[src/rtl/msx_wait_gen_if.sv]
// CPU bus view seen by the wait-state generator.
// The CPU side drives cycle strobes; the generator returns WAIT_n.
interface msx_wait_gen_if;
  logic       ce;
  logic       m1;
  logic       mreq;
  logic       iorq;
  logic       rfsh;
  logic [1:0] page;
  logic       wait_n;

  modport master (
    output ce, m1, mreq, iorq, rfsh, page,
    input  wait_n
  );

  modport slave (
    input  ce, m1, mreq, iorq, rfsh, page,
    output wait_n
  );
endinterface

[src/rtl/msx_wait_gen.sv]
// MSX CPU wait-state generator: per-cycle-type and per-slot waits,
// maskable external wait merge, timeout and wait statistics.
module msx_wait_gen #(
  parameter int CNT_W   = 3,
  parameter int N_EXT   = 4,
  parameter int TIMEOUT = 255,
  parameter int TO_W    = 8,
  parameter int STAT_W  = 16
) (
  input  logic              clk,
  input  logic              reset_n,
  msx_wait_gen_if.slave     bus,
  input  logic [7:0]        slot_config,
  input  logic [CNT_W-1:0]  m1_wait,
  input  logic [4*CNT_W-1:0] mem_wait,
  input  logic [CNT_W-1:0]  io_wait,
  input  logic [N_EXT-1:0]  ext_wait,
  input  logic [N_EXT-1:0]  ext_wait_mask,
  input  logic              clear_err,
  output logic              timeout_err,
  output logic [STAT_W-1:0] wait_total
);

  typedef enum logic [1:0] {
    IDLE,
    COUNT,
    EXT,
    DONE
  } state_t;

  localparam int TO_LIM = (TIMEOUT == 0) ? 0 : TIMEOUT - 1;
  localparam logic [TO_W-1:0] TO_MAX = TO_LIM[TO_W-1:0];

  state_t              state_q, state_d;
  logic [CNT_W-1:0]    cnt_q, cnt_d;
  logic [TO_W-1:0]     to_q, to_d;
  logic                req_q, req_d;
  logic                err_q, err_d;
  logic [STAT_W-1:0]   tot_q, tot_d;
  logic                wait_q, wait_d;

  logic                req;
  logic                start;
  logic                ext_act;
  logic                set_err;
  logic [1:0]          slot;
  logic [CNT_W-1:0]    mem_sel;
  logic [CNT_W-1:0]    load;

  always_comb begin
    req     = (bus.mreq | bus.iorq) & ~bus.rfsh;
    start   = req & ~req_q;
    ext_act = |(ext_wait & ext_wait_mask);
    slot    = slot_config[{bus.page, 1'b0} +: 2];
    mem_sel = mem_wait[slot*CNT_W +: CNT_W];
    if (bus.mreq && bus.m1) begin
      load = (m1_wait > mem_sel) ? m1_wait : mem_sel;
    end else if (bus.mreq) begin
      load = mem_sel;
    end else if (bus.iorq && !bus.m1) begin
      load = io_wait;
    end else begin
      load = '0;
    end
  end

  always_comb begin
    state_d = state_q;
    cnt_d   = cnt_q;
    to_d    = to_q;
    req_d   = req_q;
    set_err = 1'b0;
    if (bus.ce) begin
      req_d = req;
      if (!req) begin
        state_d = IDLE;
      end else begin
        unique case (state_q)
          IDLE: begin
            if (start) begin
              if (load != '0) begin
                state_d = COUNT;
                cnt_d   = load;
              end else if (ext_act) begin
                state_d = EXT;
                to_d    = '0;
              end else begin
                state_d = DONE;
              end
            end
          end
          COUNT: begin
            cnt_d = cnt_q - CNT_W'(1);
            if (cnt_q == CNT_W'(1)) begin
              to_d    = '0;
              state_d = ext_act ? EXT : DONE;
            end
          end
          EXT: begin
            if (!ext_act) begin
              state_d = DONE;
            end else begin
              to_d = to_q + TO_W'(1);
              if (TIMEOUT != 0 && to_q == TO_MAX) begin
                state_d = DONE;
                set_err = 1'b1;
              end
            end
          end
          DONE: begin
            state_d = DONE;
          end
          default: state_d = IDLE;
        endcase
      end
    end
  end

  // WAIT_n is registered straight from the next-state decode.
  always_comb begin
    wait_d = ~(state_d == COUNT || state_d == EXT);
    err_d  = err_q;
    if (set_err) begin
      err_d = 1'b1;
    end else if (clear_err) begin
      err_d = 1'b0;
    end
    tot_d = tot_q;
    if (clear_err) begin
      tot_d = '0;
    end else if (bus.ce && !wait_q && !(&tot_q)) begin
      tot_d = tot_q + STAT_W'(1);
    end
  end

  always_ff @(posedge clk or negedge reset_n) begin
    if (!reset_n) begin
      state_q <= IDLE;
      cnt_q   <= '0;
      to_q    <= '0;
      req_q   <= 1'b0;
      err_q   <= 1'b0;
      tot_q   <= '0;
      wait_q  <= 1'b1;
    end else begin
      state_q <= state_d;
      cnt_q   <= cnt_d;
      to_q    <= to_d;
      req_q   <= req_d;
      err_q   <= err_d;
      tot_q   <= tot_d;
      wait_q  <= wait_d;
    end
  end

  assign bus.wait_n  = wait_q;
  assign timeout_err = err_q;
  assign wait_total  = tot_q;

endmodule
[src/flat_wrapper.sv]
// flat-port wrapper written by rule: the top's interface ports become plain ports
module msx_wait_gen_flat 
#(
  parameter int CNT_W   = 3,
  parameter int N_EXT   = 4,
  parameter int TIMEOUT = 255,
  parameter int TO_W    = 8,
  parameter int STAT_W  = 16
)
  (clk, reset_n, slot_config, m1_wait, mem_wait, io_wait, ext_wait, ext_wait_mask, clear_err, timeout_err, wait_total, bus_ce, bus_m1, bus_mreq, bus_iorq, bus_rfsh, bus_page, bus_wait_n);
  msx_wait_gen_if bus_i ();
  input  logic clk;
  input  logic reset_n;
  input  logic [7:0] slot_config;
  input  logic [CNT_W-1:0] m1_wait;
  input  logic [4*CNT_W-1:0] mem_wait;
  input  logic [CNT_W-1:0] io_wait;
  input  logic [N_EXT-1:0] ext_wait;
  input  logic [N_EXT-1:0] ext_wait_mask;
  input  logic clear_err;
  output logic timeout_err;
  output logic [STAT_W-1:0] wait_total;
  input wire logic [$bits(bus_i.ce)-1:0] bus_ce;
  input wire logic [$bits(bus_i.m1)-1:0] bus_m1;
  input wire logic [$bits(bus_i.mreq)-1:0] bus_mreq;
  input wire logic [$bits(bus_i.iorq)-1:0] bus_iorq;
  input wire logic [$bits(bus_i.rfsh)-1:0] bus_rfsh;
  input wire logic [$bits(bus_i.page)-1:0] bus_page;
  output wire logic [$bits(bus_i.wait_n)-1:0] bus_wait_n;
  assign bus_i.ce = bus_ce;
  assign bus_i.m1 = bus_m1;
  assign bus_i.mreq = bus_mreq;
  assign bus_i.iorq = bus_iorq;
  assign bus_i.rfsh = bus_rfsh;
  assign bus_i.page = bus_page;
  assign bus_wait_n = bus_i.wait_n;
  msx_wait_gen #(.CNT_W(CNT_W), .N_EXT(N_EXT), .TIMEOUT(TIMEOUT), .TO_W(TO_W), .STAT_W(STAT_W)) u_core (.clk(clk), .reset_n(reset_n), .bus(bus_i), .slot_config(slot_config), .m1_wait(m1_wait), .mem_wait(mem_wait), .io_wait(io_wait), .ext_wait(ext_wait), .ext_wait_mask(ext_wait_mask), .clear_err(clear_err), .timeout_err(timeout_err), .wait_total(wait_total));
endmodule
[config.mk]
export PLATFORM = sky130hd
export DESIGN_NAME = msx_wait_gen_flat
export DESIGN_NICKNAME = d
export VERILOG_FILES = /design/src/rtl/msx_wait_gen_if.sv /design/src/rtl/msx_wait_gen.sv /design/src/flat_wrapper.sv
export SDC_FILE = /design/constraint.sdc
export NUM_CORES = 1
export LEC_CHECK = 0
export ABC_AREA = 1
export CORE_MARGIN = 10
export CORE_UTILIZATION = 40
export DETAILED_ROUTE_END_ITERATION = 10
export PLACE_DENSITY = 0.68
export SLEW_MARGIN = 0
export SYNTH_ARGS = -nofsm -noshare
export SYNTH_HDL_FRONTEND = slang
export SYNTH_SLANG_ARGS = --single-unit
[constraint.sdc]
create_clock -name clk -period 2.8 [get_ports clk]
set_input_delay 0.28 -clock clk [delete_from_list [all_inputs] [get_ports clk]]
set_output_delay 0.28 -clock clk [all_outputs]
set_load 0.1 [all_outputs]
* After elaboration in Yosys (flattened, before gate mapping)
Index checks and enable logic that the tools add are counted.
Widths: inputs -> output; s select.
** Word-level totals
- Register bits :: 32
- Bits of input ports :: 44
- Output and inout port bits :: 18
- Word-level logic and storage cells :: 83
** Cells by class
- Add/subtract/negate cells :: 3
- Multiply operators :: 1
- $lt $le $gt $ge :: 1
- Eq/ne operators :: 13
- Shift-type cells :: 2
- Muxes and demuxes :: 31
- Bitwise operators :: 7
- Reduce and logical (&&, ||, !) cells :: 18
** Operators with widths (count)
- $mux 8 :: 5
- $mux 16 :: 2
- $pmux 8 s3 :: 1
- $mux 3 :: 6
- $add 16x1->16 const B :: 1
- $reduce_and 16->1 :: 1
- $mux 2 :: 7
- $shiftx 12x5->3 :: 1
- $ne 2x1->1 const B :: 5
- $add 8x1->8 const B :: 1
- $eq 8x8->1 const B :: 1
- $mux 1 :: 8
- $pmux 2 s4 :: 1
- $reduce_and 8->1 :: 1
- $shiftx 8x4->2 :: 1
- $eq 2x2->1 const B :: 3
- $pmux 3 s2 :: 1
- $reduce_bool 2->1 :: 3
- $reduce_bool 3->1 :: 2
- $reduce_and 5->1 :: 1
- $and 4x4->4 :: 1
- $eq 2x1->1 const B :: 2
- $logic_and 1x1->1 :: 4
- $mul 2x2->4 const B :: 1
- other kinds (11) :: 16

* Logic depth before layout (Yosys ltp)
Gate-level depths: netlist (run 1).
- Depth in word-level cells :: 15
- Mapped depth :: 22

* Worst setup path before layout (run 1)
No wires, ideal clock.
- Kind :: flip-flop to flip-flop
- Start :: register u_core.tot_q[0] (netlist: u_core.wait_total[0])
- End :: register u_core.tot_q[13] (netlist: u_core.wait_total[13])
- Library setup time :: 0.124 ns
- Arrival time :: 2.376 ns
- Data required time :: 2.676 ns
- Path slack :: 0.299 ns
- Cell stages (with the launch flop) :: 16
- Buffers on the path :: 0
- Clock period less this slack :: 2.501 ns
- Path through :: dfrtp_1 > ha_1 > nand2_1 > inv_1 > nand3_1 > nor2_1 > nand2_1 > nand2_1 > nor2_2 > nand2_1 > nor2_1 > nand2_1 > nor2_1 > nand3_1 > nand2_1 > a21oi_1
** On the way
- Longest elaborated chain between the ends :: 4
- Elaborated cells on any way between the ends :: 7
- Classes of those cells :: add/sub (1); mux (2); reduce/logical (4)
** Ends and longest elaborated chain
- from (decl) :: RTL line msx_wait_gen.sv:39 : logic [STAT_W-1:0] tot_q, tot_d;
- from (signal assigned) :: RTL line msx_wait_gen.sv:151 : tot_q <= tot_d;
- branches (longest 4 deep; another with $add 16x1->16)
Several ways; the timed one is not identified. The select of a mux whose other input is x is not followed.
A chain may end at the register's enable or synchronous reset.

* Final worst setup path (run 1)
- Start :: input port slot_config[4]
- End :: register u_core.to_q[1]
** On the way
- Longest elaborated chain between the ends :: 9
- Elaborated cells on any way between the ends :: 10
- Classes of those cells :: mul (1); order compare (1); eq/ne (1); shift (2); mux (3); reduce/logical (2)
** Ends and longest elaborated chain
- from (decl) :: RTL line flat_wrapper.sv:14 : input logic [7:0] slot_config;
- $shiftx 8x4->2 * :: RTL line msx_wait_gen.sv:54 : slot = slot_config[{bus.page, 1'b0} +: 2];
- $mul 2x2->4 * :: RTL line msx_wait_gen.sv:55 : mem_sel = mem_wait[slot*CNT_W +: CNT_W];
- $shiftx 12x5->3 * :: RTL line msx_wait_gen.sv:55
- $gt 3x3->1 :: RTL line msx_wait_gen.sv:57 : load = (m1_wait > mem_sel) ? m1_wait : mem_sel;
- $mux 3 :: RTL line msx_wait_gen.sv:57
- $mux 3 * :: RTL line msx_wait_gen.sv:56 : if (bus.mreq && bus.m1) begin
- $reduce_bool 3->1 * :: RTL line msx_wait_gen.sv:81 : if (load != '0) begin
- $ne 2x2->1 (no source line) *
- $reduce_and 8->1 (no source line) *
- to (signal assigned) :: RTL line msx_wait_gen.sv:148 : to_q <= to_d;
- to (decl) :: RTL line msx_wait_gen.sv:36 : logic [TO_W-1:0] to_q, to_d;
Every way passes the cells marked *; elsewhere a longest branch is shown, timed or not.

==> results, run 1 <==
- The total count of hold-check failures in the final report is 0.
- The source-to-sink clock delay at the later pin of the worst-skew pair is 0.29 ns.
- The longest clock path from root to sink contains 2 buffers.
- For the pin with the worst max-slew slack, the measured transition is 0.878 ns.
- Entering global routing, the biggest net connects 33 pins.
- The synthesized netlist devotes 12.0% of its cell area to compound gates.
- In this run the remaining antenna-violating nets after routing total 0.
- In the synthesized netlist, the number of instances is 328.
- At the end of routability-driven placement, the weighted congestion stood at 0.852.
- STA classifies the critical path startpoint as an input pin.
- The mean cell area of the mapped netlist is 7.10 um2.
- The critical path's most frequent cell is nand2_2.
- The first detailed-routing pass took 4 iterations.
- The area growth from synthesis to layout is 42.8%.
- At the worst endpoint, the required time is 2.98 ns.
- The critical path in this run is classified as in -> reg.
- For this design, the CTS-stage hold fixing added 0 buffers.
- The setup check on the worst reg-to-reg path leaves a slack of 0.64 ns.
- The floorplan step set the die width to 96.3 um.
- The cell sitting at the root of the clock tree is a clkbuf_8.
- Traced cell by cell, the critical path runs through clkdlybuf4s50_1, nand2_2, nand3_4, nand2_4, buf_4, nand2_2, nand3_2, nand2_2, ha_4, nand3b_1, nand2_2, nand2_2, o21ai_0, inv_1, nand2_1, inv_2, nor2_4, nand2_2, nand2_4, nand3_4, nand2_2, o21ai_2.
- The top cell type by area accounts for 33.3% of the synthesized area.
- After synthesis, flip-flops and latches occupy 34.4% of the total area.
- The net count of the finished layout is 464.
- The first global-routing pass estimated 10.1 mm of wire.
- On the final layout, the worst clock skew is 0.00753 ns.
- The total number of placement rows is 27.
- After routing, the total negative slack on setup checks comes to 0 ns.
- The total routed wirelength is 6.22 mm.
- The leading area contributor after synthesis is dfrtp_1.
- The number of synthesis warnings is 0.
- The die span in y is 96.3 um.
- The number of fill cells in the layout is 547.
- Setup violations remaining at the end of the flow were counted as 0.
- The register clock-pin slew on the reported worst setup and hold paths is 0.07 ns.
- Counting the buffers created by CTS gives 5.
- The number of storage elements in the synthesis netlist is 32.
- The tightest min-delay check is of the in -> async type.
- The setup slack after layout is 0.167 ns.
- The portion of synthesized area spent on multiplexers is 0%.
- The design draws 1580 uW.
- Once detailed placement completed, the half-perimeter wirelength came to 4.80 mm.
- The cell family contributing the most delay on the critical path is simple AND/OR/NAND/NOR gates.
- For this run the aggregate overflow at the end of global routing stands at 0.
- The post-synthesis adder-cell area fraction is 4.30%.
- The area share of xor/xnor cells in the synthesized design is 1.88%.
- The fraction of registers with async set or reset after synthesis is 100%.
- The die covers 9270 um2.
- The number of H-tree levels is 2.
- In this run the standard cell core region covers 5570 um2.
- By area, the combinational part of the netlist is dominated by simple AND/OR/NAND/NOR gates.
- The path depth of the worst reg2reg path is 15.
- The delay of the slowest cell on the worst path is 0.43 ns.
- The number of top-level pins is 62.
- The tool flagged a number of max-cap violations equal to 0.
- The final clock period utilization by the worst path is 94.0%.
- The capture point of the worst reg-to-reg path is u_core.wait_total[13].
- The netlist area before placement is 2330 um2.
- OpenSTA, run right after detailed placement, puts the worst setup slack at -0.357 ns.
- The leakage power is 0.00156 uW.
- Global routing consumed, over all layers together, 13.3% of the routing resources.
- The sink count of the clock tree is 32.
- In this run the worst path has a maximum fanout of 8.
- The initial utilization of the core area, before any placement, comes to 41.8%.
- The antenna diode count is 0.
- The number of enable flip-flop cells after synthesis is 0.
- The number of global-route vias before repair is 2340.
- The highest clock frequency the design can meet is 0.380 GHz.
- The beginning of the worst register-to-register path is u_core.wait_total[1].
- The post-synthesis net count is 380.
- The predominant post-synthesis flop cell is dfrtp_1.
- The worst setup path is captured at a register.
- The final-report max-slew violation count is 0.
- The clock tree from TritonCTS is done.
- The run finished with clean final reports.
- The post-route netlist has 26.6% of its cells at a drive strength greater than 1.
- The basic-gate share of the synthesized area counting and, or, nand and nor cells is 39.2%.
- Ranked by total cell area, the synthesized netlist is headed by dfrtp_1 (33%), nand2_1 (13%), nand3_1 (8.2%).
- The post-synthesis cell type count is 33.
- The worst-case vdd ir drop is 0.250 mV.
- The starting DRC count in detailed routing is 90.
- The critical-path cell with the highest stage delay is clkdlybuf4s50_1.
- The DRC violations left is 0.
- The via density per instance is 4.93.
- Measured against its own limit, the worst slew margin works out to 40.8%.
- The post-layout minimum cycle time is 2.63 ns.
- For this block, the via count after detailed routing is 2392.
- Buffers placed on the I/O ports in this run total 61.
- Dividing total power by cell area gives a power density of 476 nW/um2.
- In the final routed layout, each cell accounts on average for 12.8 um.
- The buffer and inverter count on the worst path is 4.
- The data arrival time of the critical path is 2.81 ns.
- The initial antenna violation count is 0.
==> cell usage after synthesis, types with 4 or more instances <==
master    n
ha_1      8
nand2_1  83
dfrtp_1  31
a21oi_1  13
nand3_1  38
inv_1    42
nor2_1   28
xor2_1    5
nand2_2   9
or2_2     8
o21ai_0  15
o21ai_2   8
inv_2     4
==> area by class of cell <==
class	count	area [um2]	area share [%]
inverter	46	173	5.19
tap	72	90.1	2.71
timing repair buffer	77	691	20.8
sequential	32	802	24.1
multi-input combinational	250	1460	44.0
clock buffer	6	72.6	2.18
clock inverter	2	35.0	1.05
==> cells by family after synthesis <==
group,count (synthesis)
AND/OR/NAND/NOR,188
buffers and inverters,49
AO/OA/AOI/OAI,46
flip-flops,32
adder cells (fa/ha/maj),8
XOR/XNOR,5
==> routing by layer <==
metal	part of all wire [%]	vias up	track usage, %
li1	-	1237	-
met1	44	1093	14.8
met2	48	52	23.7
met3	5.8	10	3.97
met4	1.9	0	4.12
met5	0	-	0
==> layout by cell type, fill, tap and decap left out, types with 4 or more instances in the layout <==
cell type         n
a21oi_1          13
buf_4            34
clkbuf_8          5
clkdlybuf4s50_1  41
dfrtp_1          31
ha_1              6
inv_1            39
inv_2             7
nand2_1          69
nand2_2          23
nand3_1          34
nand3_2           9
nand3_4           4
nor2_1           28
o21ai_0          15
o21ai_2           9
or2_2             8
xor2_1            5
==> through the flow <==
step	hold WS, ns	cell area, um2	std cells	util (%)
floorplan	-0.0156	2330	328	-
global placement	0.457	3070	472	55.1
detailed placement	0.477	3070	472	55.1
CTS	0.411	3200	481	57.3
global route	0.429	3320	485	59.6
finish	0.399	3320	485	59.6
==> registers in the layout, summed over array words and instances (netlist names) <==
name                cells
u_core.req_q            1
u_core.bus.wait_n       1
u_core.to_q             8
u_core.timeout_err      1
u_core.state_q          2
u_core.wait_total      16
u_core.cnt_q            3
==> where the power goes <==
group / switching (uW) / total, uW / internal [uW]
registers: 49.1 / 564 / 515
clock network: 178 / 442 / 264
logic: 340 / 576 / 236
==> worst max-delay path by stage <==
| stage | cells past startpoint | endpoint | slack, ns | start |
|---|---|---|---|---|
| 6_report | 22 | u_core.to_q[1] | 0.17 | slot_config[4] |
| 2_1_floorplan | 15 | u_core.wait_total[13] | 0.30 | u_core.wait_total[0] |
| 3_5_place_dp | 21 | u_core.to_q[2] | -0.36 | bus_page[0] |
| 3_3_place_gp | 22 | u_core.to_q[2] | -0.28 | bus_page[0] |
| 5_1_grt | 22 | u_core.to_q[1] | -0.03 | slot_config[4] |
| 4_1_cts | 21 | u_core.to_q[0] | -0.01 | bus_page[0] |
==> worst register-to-register path: stages, from the launching register on <==
cell,delay [ns]
dfrtp_1,0.41
ha_1,0.23
nand2_1,0.09
inv_1,0.04
nand3_1,0.07
nor2_1,0.06
nand2_1,0.10
nand2_1,0.14
nor2_2,0.15
nand2_1,0.08
nor2_1,0.13
nand2_1,0.08
nor2_1,0.23
nand3_1,0.12
nand2_1,0.07
a21oi_1,0.05
==> timing repair <==
item                                    CTS  global route
pin swaps                                 0             7
endpoints found under the setup margin    8            14
gates resized for setup                   1            27
hold endpoints to repair                  0             0
setup buffers                             0             2
gates cloned                              1             2
(Power assumes the default switching activity.)
==> run 2, diff against run 1 <==
--- a/config.mk
+++ b/config.mk
@@ -7,9 +7,9 @@
 export LEC_CHECK = 0
 export ABC_AREA = 1
 export CORE_MARGIN = 10
-export CORE_UTILIZATION = 40
+export CORE_UTILIZATION = 46
 export DETAILED_ROUTE_END_ITERATION = 10
-export PLACE_DENSITY = 0.68
+export PLACE_DENSITY = 0.76
 export SLEW_MARGIN = 0
 export SYNTH_ARGS = -nofsm -noshare
 export SYNTH_HDL_FRONTEND = slang
==> run 2 against run 1 <==
- sequential cell count unchanged
- sequential share of layout area is 0.50 points higher
- clock-buffer cell count fell by 1
- register-to-register slack worse by 0.03 ns
- die area shrank 10%
- routed wire length fell by 1.8%
- clock skew hardly changed
- critical path depth down 1
- fmax rose by 1.8%
- cell area is 2.0% lower
- global-route usage is 0.75 points higher
- critical path type unchanged
- critical endpoint is now u_core.to_q[2]
==> results, run 2 (same netlist as run 1, synthesis figures left out) <==
- The final clock period utilization by the worst path is 92.4%.
- The number of buffers added by the clock tree synthesis step is 5.
- For this run, global-route usage on met1 was measured as 14.7%.
- Max-cap violations in this run came to 0.
- In this run the static leakage power is 0.00154 uW.
- The type of the worst setup path is in -> reg.
- The die extent in x is 91.1 um.
- The half-perimeter wire length after placement is 4.72 mm.
- IR analysis of the VDD net gives a maximum drop of 0.240 mV.
- The via total after detailed routing is 2372.
- The total routed wirelength is 6.11 mm.
- The floorplan core area is 4820 um2.
- In this run the count of I/O pins placed on the die edge is 62.
- The combinational fraction of design power is 35.4%.
- In this run the deepest clock path goes through 2 buffers.
- The clock drives 32 sinks.
- The internal power is 1000 uW.
- The worst-margin pin slew is 0.937 ns.
- The worst setup path is launched from an input pin.
- The run finished with clean final reports.
- The first detailed-routing pass took 4 iterations.
- Once detail routing completed, the nets flagged for antenna violations numbered 0.
- The die covers 8310 um2.
- The share of power burned in registers is 35.8%.
- The total global-route track usage is 14.0%.
- The initial standard-cell utilization of the core is 48.3%.
- The area growth from synthesis to final layout is 39.9%.
- The total negative slack is 0 ns.
- In the final routed layout, each cell accounts on average for 12.8 um.
- The clock network is responsible for 28.8% of the overall power.
- Of the cells placed in the final design, the portion with a size suffix greater than 1 is 23.4%.
- The kind of path behind the tightest hold check is in -> async.
- Headroom to the max-slew limit came out at 36.8%.
- In the global route stage, met2 resource usage came out at 25.5%.
- Net switching is 36.0% of the power.
- The via density per instance is 4.96.
- The antenna diode count is 0.
- The total power per unit cell area is 481 nW/um2.
- The analysis attributes to net switching a power of 565 uW.
- After global routing the overflow that remains totals 0.
- At the worst endpoint, the arrival time is 2.77 ns.
- The highest clock frequency the design can meet is 0.387 GHz.
- The nature of the critical path endpoint is a register.
- The post-layout net count is 462.
- Leaving out fill and tap cells, the most frequent cell in the layout is nand2_1.
- The source-to-sink clock delay at the later pin of the worst-skew pair is 0.29 ns.
- The number of global-route vias before repair came to 2349.
- The DRC violations left is 0.
- The die span in y is 91.1 um.
- The cell at the root of the clock tree is clkbuf_8.
- TritonCTS built the clock tree.
- Routability-driven placement finished with a final weighted congestion of 0.898.
- Data on the critical path is required at its endpoint by 2.98 ns.
- After clock tree synthesis, the clock-pin slew on the worst setup and hold paths is 0.07 ns.
- In the global route stage, met3 resource usage came out at 4.77%.
- The worst clock skew on the final layout is 0.00766 ns.
- The wire length of the first global-routing pass is 9.96 mm.
- The global routing stage identified its most utilized layer as met2.
- The initial antenna violation count is 0.
- The number of placed instances, taps included, is 465.
- After floorplanning, the core was divided into 25 placement rows.
- The total count of hold-check failures in the final report is 0.
- The register with the most flip-flops in the layout has 16 of them.
- Entering global routing, the biggest net connects 33 pins.
- The starting DRC count in detailed routing is 88.
- The final number of setup-violating endpoints is 0.
- The highest net fanout along the worst path is 8.
- The top cell types in the final layout, fill and taps aside, are nand2_1 (78), clkdlybuf4s50_1 (41), inv_1 (40).
- The post-layout minimum cycle time is 2.59 ns.
- Summing internal, switching and leakage power gives 1570 uW.
- The H-tree was split into 2 levels.
- Input and output buffers added on the ports amount to 61.
- The final-report max-slew violation count is 0.
- The filler-free cell count of the finished design is 478.
## run 2: cell types whose count changed in the layout (fill, tap and decap cells not counted), moves of 2 or more
cell,delta
o21ai_1,+3
nand3_2,-4
nand2_1,+9
nand2_2,-9
nand3_1,+2
o21ai_0,-2
## run 2: power by group through the flow
stage | sequential (uW) | clock (uW) | combinational, uW
final | 561 | 451 | 555
after global routing | 567 | 487 | 619
after CTS | 561 | 461 | 533
after detailed placement | 568 | 0 | 521
after global placement | 567 | 0 | 509
after floorplan | 632 | 0 | 272
## run 2: per-layer routing
metal,vias to the layer above,part of all wire (%)
li1,1227,-
met1,1075,43
met2,63,49
met3,7,6.6
met4,0,1.2
met5,-,0
## run 2: stage by stage
| stage | worst slack (ns) | instance area, um2 | hold WS [ns] | util, % |
|---|---|---|---|---|
| finish | 0.213 | 3260 | 0.386 | 67.6 |
| global route | -0.0128 | 3260 | 0.413 | 67.6 |
| CTS | 0.0670 | 3180 | 0.409 | 65.9 |
| detailed placement | -0.371 | 3050 | 0.471 | 63.3 |
| global placement | -0.228 | 3050 | 0.469 | 63.3 |
| floorplan | 0.299 | 2330 | -0.0156 | - |
## run 2: final cells by class
cell class	count	area [um2]
fill	437	1560
multi-input combinational	248	1400
sequential	32	802
timing repair buffer	77	687
inverter	46	173
tap	67	83.8
clock buffer	5	68.8
clock inverter	3	42.5
## run 2: critical path: stages
cell	delay [ns]
clkdlybuf4s50_1	0.43
nand2_2	0.10
nand3_4	0.10
buf_4	0.16
nand3_1	0.06
nand3_1	0.09
and2_1	0.15
ha_1	0.17
nand3b_1	0.14
nand2_1	0.10
nand3_1	0.07
nand2_1	0.06
inv_1	0.05
nand3_1	0.09
nand2_2	0.06
nor2_2	0.14
nand2_2	0.08
nand2_4	0.10
nand3_4	0.13
nand2_1	0.14
o21ai_2	0.05
## run 2: path summary, 6_finish.rpt
check                                startpoint               endpoint  slack (ns)  depth (start not counted)
setup / recovery                 slot_config[6]         u_core.to_q[2]        0.21                         21
hold / removal                          reset_n        u_core.cnt_q[1]        0.39                          2
setup reg to reg           u_core.wait_total[0]  u_core.wait_total[13]        0.61                         15
hold reg to reg                    u_core.req_q           u_core.req_q        0.48                          2
max in group asynchronous               reset_n      u_core.bus.wait_n        2.08                          2
min in group clk                   u_core.req_q           u_core.req_q        0.48                          2
## run 2: repair_timing
action	4_1_cts	5_1_grt
hold buffers	0	0
hold endpoints to repair	0	0
pin swaps	0	6
setup buffers	0	4
endpoints found under the setup margin	10	14
gates cloned	1	0
resized for setup	2	14
==> run 3, diff against run 2 <==
--- a/config.mk
+++ b/config.mk
@@ -6,10 +6,11 @@
 export NUM_CORES = 1
 export LEC_CHECK = 0
 export ABC_AREA = 1
-export CORE_MARGIN = 10
 export CORE_UTILIZATION = 46
+export CTS_CLUSTER_SIZE = 12
 export DETAILED_ROUTE_END_ITERATION = 10
 export PLACE_DENSITY = 0.76
+export RECOVER_POWER = 50
 export SLEW_MARGIN = 0
 export SYNTH_ARGS = -nofsm -noshare
 export SYNTH_HDL_FRONTEND = slang
==> run 3 against run 2 <==
- clock power rose by 9.1%
- clock skew rose by 0.0054 ns
- the flow now finishes with violations (max-capacitance violations, max-slew violations)
- sequential power barely moved
- combinational power rose by 5.2%
- die area fell by 36%
- clock-buffer cell count rose by 2
- fmax fell by 1.1%
- global-route usage rose by 8.0 points
- final cell count rose by 0.63%
==> results, run 3 (same netlist as run 1, synthesis figures left out) <==
- Power spread over the standard cell area amounts to 493 nW/um2.
- For the worst setup path, the data required time is 3.03 ns.
- The number of H-tree levels is 2.
- The total of max-cap violations is 1.
- The remaining number of nets flagged by the antenna check after routing is 0.
- The number of flip-flops under the largest register name is 16.
- Walking the worst path, the cells encountered are clkdlybuf4s50_1, nand2_2, nand3_4, nand2_4, nand2_2, nand3_2, and2_4, ha_4, nand3b_1, nand2_2, nand3_1, nand2_1, inv_1, nand3_1, nand2_1, nor2_2, nand2_2, nand2_4, nand3_1, nand2_1, nand2_1, nand2_1.
- For this run the aggregate overflow at the end of global routing stands at 0.
- TritonCTS built the clock tree.
- The total negative slack is 0 ns.
- STA classifies the critical path startpoint as an input pin.
- The longest clock path from root to sink contains 2 buffers.
- The half-perimeter wire length after placement is 4.15 mm.
- The leakage power is 0.00154 uW.
- The number of global-route vias before repair is 2175.
- For this block, the routed nets add up to 5.87 mm of wire.
- The congestion estimate from routability-driven global placement came to 0.915.
- STA classifies the critical path endpoint as a register.
- The total global-route track usage is 22.0%.
- After clock tree synthesis, the clock-pin slew on the worst setup and hold paths is 0.07 ns.
- After detailed routing, the number of remaining DRC violations is 0.
- The via density per instance is 5.07.
- The worst path uses 93.4% of the clock period.
- The number of fill cells in the layout is 387.
- Setup repair after global routing left no endpoint under its margin.
- The floorplan core area is 4790 um2.
- The smallest clock period supported by the final layout is computed as 2.61 ns.
- In this run the vertical extent of the chip is 73.1 um.
- The initial antenna violation count is 0.
- In the final layout, the multi-input gates occupy 1470 um2.
- Of the cells placed in the final design, the portion with a size suffix greater than 1 is 25.1%.
- The run finished, with violations left.
- The final number of setup-violating endpoints is 0.
- The number of hold buffers added after CTS was 0.
- For this configuration, the core starts out at a cell density of 48.7%.
- For the worst-skew pair, the clock arrives at the later sink with an insertion delay of 0.29 ns.
- The quantity of I/O buffers inserted on ports is 61.
- The worst pin sits at a relative slew slack of -17.1%.
- After the last flow step, the layout net total stands at 465.
- The delay of the slowest cell on the worst path is 0.47 ns.
- The starting DRC count in detailed routing is 126.
- The checks that failed: max-capacitance violations, max-slew violations.
- The cell at the root of the clock tree is clkbuf_8.
- The library cell used most frequently in the layout, excluding fill and tap cells, is nand2_1.
- The highest clock frequency the design can meet is 0.382 GHz.
- In this run the horizontal extent of the chip is 73.1 um.
- The antenna diode count is 0.
- The total count of hold-check failures in the final report is 0.
- The tightest min-delay check is of the reg -> reg type.
- The area growth from synthesis to final layout is 42.7%.
- After floorplanning, the core was divided into 25 placement rows.
- The library cells used most frequently in the layout, excluding fill and tap cells, are nand2_1 (71), inv_1 (40), clkdlybuf4s50_1 (39).
- In the final routed layout, each cell accounts on average for 12.2 um.
- The total placed instance area is 3070 um2.
- The worst setup path is of the in -> reg kind.
- The worst clock skew on the final layout is 0.0131 ns.
- 62 I/O pins were placed.
- CTS saw 32 sinks.
- The critical-path cell with the highest stage delay is clkdlybuf4s50_1.
- The number of buffers added by the clock tree synthesis step is 5.
- The largest net degree at the start of global routing is 33.
- The sequential cell area is 802 um2.
- The first global-routing pass estimated 9.16 mm of wire.
- The die area is 5350 um2.
- At the worst endpoint, the arrival time is 2.84 ns.
- Along the worst path, the maximum fanout reaches 7.
- The final-report max-slew violation count is 33.
- IR analysis of the VDD net gives a maximum drop of 0.204 mV.
- For this run, the detailed router's first-pass iteration total came to 4.
- The critical path's most frequent cell is nand2_1.
- The worst-margin pin slew is 1.76 ns.
- The via total after detailed routing is 2440.
- Once layout is done, the placed cells without fillers occupy 3320 um2.
-- run 3: changes by cell type in the layout (fill, tap and decap cells not counted), moves of 2 or more --
cell and delta:
buf_4 -7, clkbuf_1 +8, clkbuf_8 +2, clkdlybuf4s50_1 -2, dlygate4sd3_1 +2, nand2_1 -7
nand2_2 +7, nand3_1 -4, nand3_2 +6, o21ai_0 +2, o21ai_1 -2
-- run 3: metal layers --
| metal | vias to the layer above | GRT usage, % | share of wire, % |
|---|---|---|---|
| met1 | 1089 | 27.4 | 43 |
| met5 | - | 0 | 0 |
| met2 | 100 | 37.0 | 48 |
| met4 | 0 | 8.28 | 2.3 |
| li1 | 1239 | - | - |
| met3 | 12 | 4.97 | 6.0 |
-- run 3: power by group --
group	switching, uW	total (uW)	internal (uW)
clock network	178	492	314
logic	347	584	237
registers	48.1	563	515
total	573	1640	1070
-- run 3: final timing paths --
| path | startpoint | endpoint | slack (ns) | depth (start not counted) |
|---|---|---|---|---|
| setup / recovery | slot_config[6] | u_core.bus.wait_n | 0.19 | 22 |
| hold / removal | u_core.timeout_err | u_core.timeout_err | 0.49 | 2 |
| setup reg to reg | u_core.wait_total[0] | u_core.wait_total[13] | 0.69 | 15 |
| hold reg to reg | u_core.timeout_err | u_core.timeout_err | 0.49 | 2 |
| max in group asynchronous | reset_n | u_core.wait_total[2] | 0.79 | 2 |
| min in group asynchronous | reset_n | u_core.cnt_q[2] | 1.00 | 2 |
-- run 3: timing repair --
action                                  CTS  global route
endpoints found under the setup margin   10            14
cloned                                    1             2
buffers inserted                          0             2
gates resized for setup                   2            26
pin swaps                                 0            10
-- run 3: final cells by class --
| type | count | share of cell area [%] |
|---|---|---|
| Clock buffer | 7 | 2.90 |
| Clock inverter | 1 | 0.904 |
| Inverter | 46 | 5.20 |
| Multi-Input combinational cell | 250 | 44.3 |
| Sequential cell | 32 | 24.1 |
| Tap cell | 67 | 2.52 |
| Timing Repair Buffer | 78 | 20.0 |
-- run 3: critical path, delay by kind of cell --
kind | cells | cell delay [ns]
adders and majority gates | 1 | 0.14
buffers and inverters | 2 | 0.52
and+or+nand+nor | 19 | 1.89
-- run 3: per-stage QoR --
stage	total power (uW)	utilization [%]	hold WS (ns)	std cells	worst slack, ns
final	1640	69.4	0.492	481	0.185
after global routing	1720	69.4	0.523	481	0.0137
after CTS	1600	67.2	0.416	477	0.0467
after floorplan	903	-	-0.0156	328	0.299
after detailed placement	1100	64.2	0.478	468	-0.396
after global placement	1080	64.2	0.468	468	-0.288
